### config.mk
export PLATFORM = sky130hd
export DESIGN_NAME = step_edge_counter
export DESIGN_NICKNAME = d
export VERILOG_FILES = /design/src/rtl/step_edge_counter.sv
export SDC_FILE = /design/constraint.sdc
export NUM_CORES = 1
export LEC_CHECK = 0
export BUFFER_PORTS_ARGS = -buffer_cell sky130_fd_sc_hd__buf_2
export CAP_MARGIN = 20
export CORE_MARGIN = 1
export CORE_UTILIZATION = 59
export CTS_CLUSTER_SIZE = 10
export DETAILED_ROUTE_END_ITERATION = 12
export PLACE_DENSITY = 0.79
export SYNTH_ARGS = -nofsm -noshare
export SYNTH_HDL_FRONTEND = slang
export SYNTH_SLANG_ARGS = --single-unit
### constraint.sdc
create_clock -name clk100MHz -period 2.4 [get_ports clk100MHz]
set_input_delay 0.24 -clock clk100MHz [delete_from_list [all_inputs] [get_ports clk100MHz]]
set_output_delay 0.24 -clock clk100MHz [all_outputs]
set_load 0.005 [all_outputs]
### src/rtl/step_edge_counter.sv
// Pedometer step counter: sync, debounce, edge qualify,
// saturating total count and per-window cadence rate.
module step_edge_counter #(
  parameter int WIDTH           = 20,
  parameter int DEBOUNCE_CYCLES = 500000,
  parameter int EDGE_MODE       = 0,
  parameter int WINDOW_CYCLES   = 100000000,
  parameter int RATE_WIDTH      = 8
) (
  input  logic                  clk100MHz,
  input  logic                  reset,
  input  logic                  X,
  input  logic                  clear,
  output logic [WIDTH-1:0]      step_count,
  output logic                  step_pulse,
  output logic                  saturated,
  output logic [RATE_WIDTH-1:0] rate,
  output logic                  rate_valid
);

  localparam int DB_W  = $clog2(DEBOUNCE_CYCLES + 1);
  localparam int WIN_W = $clog2(WINDOW_CYCLES);

  localparam logic [DB_W-1:0] DB_LAST =
    DB_W'(DEBOUNCE_CYCLES - 1);
  localparam logic [WIN_W-1:0] WIN_LAST =
    WIN_W'(WINDOW_CYCLES - 1);

  localparam logic [WIDTH-1:0]      CNT_MAX  = {WIDTH{1'b1}};
  localparam logic [RATE_WIDTH-1:0] RATE_MAX = {RATE_WIDTH{1'b1}};

  // Mode 3 is illegal and falls back to rising-edge only.
  localparam bit USE_RISE = (EDGE_MODE != 1);
  localparam bit USE_FALL = (EDGE_MODE == 1) || (EDGE_MODE == 2);

  logic            s1;
  logic            s2;
  logic            x_db;
  logic            x_db_d;
  logic [DB_W-1:0] db_cnt;

  logic rise;
  logic fall;
  logic step;

  logic [WIN_W-1:0]      win_cnt;
  logic [RATE_WIDTH-1:0] acc;
  logic [RATE_WIDTH-1:0] acc_next;
  logic                  wrap;

  // Two-flop synchroniser for the asynchronous sensor line.
  always_ff @(posedge clk100MHz) begin
    if (reset) begin
      s1 <= 1'b0;
      s2 <= 1'b0;
    end else begin
      s1 <= X;
      s2 <= s1;
    end
  end

  // Accept a new level only after it persists DEBOUNCE_CYCLES.
  always_ff @(posedge clk100MHz) begin
    if (reset) begin
      x_db   <= 1'b0;
      db_cnt <= '0;
    end else if (s2 == x_db) begin
      db_cnt <= '0;
    end else if (db_cnt == DB_LAST) begin
      x_db   <= s2;
      db_cnt <= '0;
    end else begin
      db_cnt <= db_cnt + DB_W'(1);
    end
  end

  // One-cycle delayed copy of the debounced level.
  always_ff @(posedge clk100MHz) begin
    if (reset) begin
      x_db_d <= 1'b0;
    end else begin
      x_db_d <= x_db;
    end
  end

  // Edge detect and mode selection.
  always_comb begin
    rise = x_db & ~x_db_d;
    fall = ~x_db & x_db_d;
    step = (USE_RISE & rise) | (USE_FALL & fall);
  end

  // Saturating total; clear beats a same-cycle step.
  always_ff @(posedge clk100MHz) begin
    if (reset) begin
      step_count <= '0;
      saturated  <= 1'b0;
    end else if (clear) begin
      step_count <= '0;
      saturated  <= 1'b0;
    end else if (step) begin
      if (step_count != CNT_MAX) begin
        step_count <= step_count + WIDTH'(1);
      end else begin
        saturated <= 1'b1;
      end
    end
  end

  // Registered step strobe, independent of saturation.
  always_ff @(posedge clk100MHz) begin
    if (reset) begin
      step_pulse <= 1'b0;
    end else begin
      step_pulse <= step;
    end
  end

  // Window accumulator including this cycle's step.
  always_comb begin
    wrap     = (win_cnt == WIN_LAST);
    acc_next = acc;
    if (step && (acc != RATE_MAX)) begin
      acc_next = acc + RATE_WIDTH'(1);
    end
  end

  // Window timer, accumulator and rate publication.
  always_ff @(posedge clk100MHz) begin
    if (reset) begin
      win_cnt    <= '0;
      acc        <= '0;
      rate       <= '0;
      rate_valid <= 1'b0;
    end else if (wrap) begin
      win_cnt    <= '0;
      acc        <= '0;
      rate       <= acc_next;
      rate_valid <= 1'b1;
    end else begin
      win_cnt    <= win_cnt + WIN_W'(1);
      acc        <= acc_next;
      rate_valid <= 1'b0;
    end
  end

endmodule
==> flow_summary.json <==
{
  "status": "finished, final reports clean",
  "crit_type": "flop to flop",
  "syn_nets": 451,
  "yosys.area.top_type_share": 0.456,
  "clk-insertion-delay-late_ns": 0.36,
  "drive_above_1_share": 0.131,
  "overflow": 0,
  "yosysMostFrequentCell": "dfxtp_1",
  "finalNonFillerCells": 564,
  "powerDensity_mw_per_mm2": 598,
  "worst_pin_slew_ns": 0.755,
  "ys_ff_latch": 89,
  "cts.sinks": 89,
  "hold_violations": 0,
  "dp_cells": 548,
  "yosysWarnings": 0,
  "setup_viol": 0,
  "critPathArrivalTime_ns": 2.32,
  "skew_ns": 0.00969,
  "fin_crit_ns": 2.07,
  "antenna_found_initial": 0,
  "finalWirelength_um": 7350,
  "multi_input_area_mm2": 0.00204,
  "place.gp.congestion": 0.841,
  "die-width_um": 83.4,
  "r2r-end": "db_cnt[16]$_SDFF_PP0_",
  "syn_area_mm2": 0.00391,
  "synthesis.instances": 443,
  "io_pins": 35,
  "synthFlopType": "dfxtp_1",
  "numPortBuffers": 34,
  "fin_tns_setup_ns": 0,
  "n_antenna_cell": 0,
  "cts_buffers": 9,
  "cts_resized": 0,
  "die_area_mm2": 0.00696,
  "fin_nets": 490,
  "yosys.area.top_type": "dfxtp_1",
  "cts_tree": "built",
  "fillers": 528,
  "fp-row-count": 29,
  "grt_pass1_wl_um": 12500,
  "drtAntennaViolNets": 0,
  "regArea_mm2": 0.00178,
  "r2r_setup_slack_ns": 0.33,
  "synthTopCellsByArea": "dfxtp_1 46%, nor2_1 8.4%, xor2_1 7.4%, xnor2_1 5.4%, nand3_1 4.1%",
  "fin_crit_sh": 0.864,
  "cts_buffer_depth": 2,
  "min_path_type": "input pin to flop",
  "end_kind": "flop",
  "relSlewSlack": 0.492,
  "synthArstFlopShare": 0,
  "grt_max_degree": 26,
  "htree_levels": 3,
  "seq_area_frac_synth": 0.456,
  "path_clk_slew_ns": 0.08,
  "dr.pass1.iters": 4,
  "ir_drop_uv": 461,
  "r2r-start": "db_cnt[0]$_SDFF_PP0_",
  "hold_end": "s1$_SDFF_PP0_",
  "track_usage": 0.222,
  "root_buffer": "clkbuf_8",
  "min_path_cells": 2,
  "hpwl_um": 5160,
  "wl_per_cell_um": 13.0,
  "via_per_inst": 5.60,
  "cp_max_fo": 5,
  "drcViolationCount": 0,
  "synthDistinctLibCells": 45,
  "hold_path_startpoint": "X",
  "syn_to_final_growth_pct": 11.5,
  "cts_hold_buf": 0,
  "required_ns": 2.65,
  "yosys-top-cells-count": "89 x dfxtp_1, 88 x nor2_1, 33 x xor2_1",
  "start_util": 0.612,
  "post_cts_buffers": 0,
  "slew_viol_final": 0,
  "avgSynthCellArea_um2": 8.83,
  "cap_violations": 0,
  "grt_pass1_vias": 2910,
  "coreArea_mm2": 0.00639,
  "synth_edf_count": 0,
  "first_iter_violations": 71,
  "rsz0062_at_grt": "no",
  "fp.dieH_um": 83.4,
  "fmax_mhz": 482,
  "leakage_uw": 0.00160,
  "start_kind": "flop",
  "vias": 3158,
  "r2r_cells": 6
}
==> critical path: stages (launching register included) <==
cell and delay [ns]:
dfxtp_1 0.38, ha_1 0.23, nand4_1 0.20, nor4_1 0.73
nand3_1 0.19, xor2_1 0.18, nor2_1 0.05
==> flip-flops by register name, indices dropped and copies added, names as in the netlist <==
signal	flops
acc	8
step_count	20
rate	8
saturated	1
s1	1
db_cnt	19
x_db	1
s2	1
win_cnt	27
step_pulse	1
x_db_d	1
rate_valid	1
==> through the flow <==
| step | worst slack (ns) | power, µW | util | hold WS [ns] | cell area (µm²) |
|---|---|---|---|---|---|
| after floorplan | 0.611 | 1550 | - | 0.312 | 3910 |
| final | 0.325 | 2610 | 0.683 | 0.101 | 4360 |
| after global placement | 0.548 | 1560 | 0.650 | 0.427 | 4150 |
| after global routing | 0.0526 | 2700 | 0.683 | 0.109 | 4360 |
| after detailed placement | 0.362 | 1560 | 0.650 | 0.429 | 4150 |
| after CTS | 0.324 | 2630 | 0.683 | 0.0997 | 4360 |
==> layout by cell type (no fill, tap or decap), drive strengths merged, types with 5 or more instances in the layout <==
cell type | netlist | routed
nor3 | 13 | 13
or3 | 5 | 5
nand4 | 16 | 16
a211oi | 5 | 5
clkbuf | 6 | 10
dfxtp | 89 | 89
and3 | 13 | 13
nand2 | 26 | 26
nor2b | 8 | 8
mux2i | 7 | 7
a21oi | 9 | 9
and4 | 7 | 7
xor2 | 33 | 33
xnor2 | 24 | 24
inv | 5 | 5
nor4 | 9 | 9
buf | 6 | 40
nor2 | 88 | 88
a31oi | 5 | 5
o21ai | 8 | 8
nand3 | 32 | 32
==> cell families (layout without fill, tap and decap cells) <==
logic type	Yosys count	after routing	synth area share
AO/OA/AOI/OAI	34	34	0.0537
flip-flops	89	89	0.456
adder cells (fa/ha/maj)	4	4	0.0128
buffers and inverters	17	61	0.0227
multiplexers	7	7	0.0179
XOR/XNOR	57	57	0.128
AND/OR/NAND/NOR	235	235	0.310
==> report_power, final <==
group | switching [µW] | internal (µW)
logic | 26.7 | 12.1
registers | 5.75 | 1480
clock network | 504 | 581
==> routing by layer <==
metal	part of all wire	routed length (µm)	track usage	vias up
li1	-	-	-	1614
met1	0.46	3350	0.250	1483
met2	0.49	3610	0.393	49
met3	0.037	275	0.0567	12
met4	0.015	110	0.0971	0
met5	0	0	0	-
==> how the worst max path moves through the flow <==
stage	start	to	slack (ns)	depth (start not counted)
finish	db_cnt[0]$_SDFF_PP0_	db_cnt[16]$_SDFF_PP0_	0.33	6
global route	db_cnt[0]$_SDFF_PP0_	db_cnt[16]$_SDFF_PP0_	0.05	6
CTS	db_cnt[0]$_SDFF_PP0_	db_cnt[16]$_SDFF_PP0_	0.32	6
detailed placement	db_cnt[0]$_SDFF_PP0_	db_cnt[16]$_SDFF_PP0_	0.36	6
global placement	db_cnt[0]$_SDFF_PP0_	db_cnt[18]$_SDFF_PP0_	0.55	6
floorplan	win_cnt[0]$_SDFF_PP0_	acc[5]$_SDFF_PP0_	0.61	8
==> final cells by class <==
class | count | share of cell area
multi-input combinational | 337 | 0.468
sequential | 89 | 0.408
timing repair buffer | 40 | 0.0493
clock buffer | 10 | 0.0293
tap | 77 | 0.0221
clock inverter | 6 | 0.0189
inverter | 5 | 0.00430
Note: power is estimated with default switching activity, not from simulation.
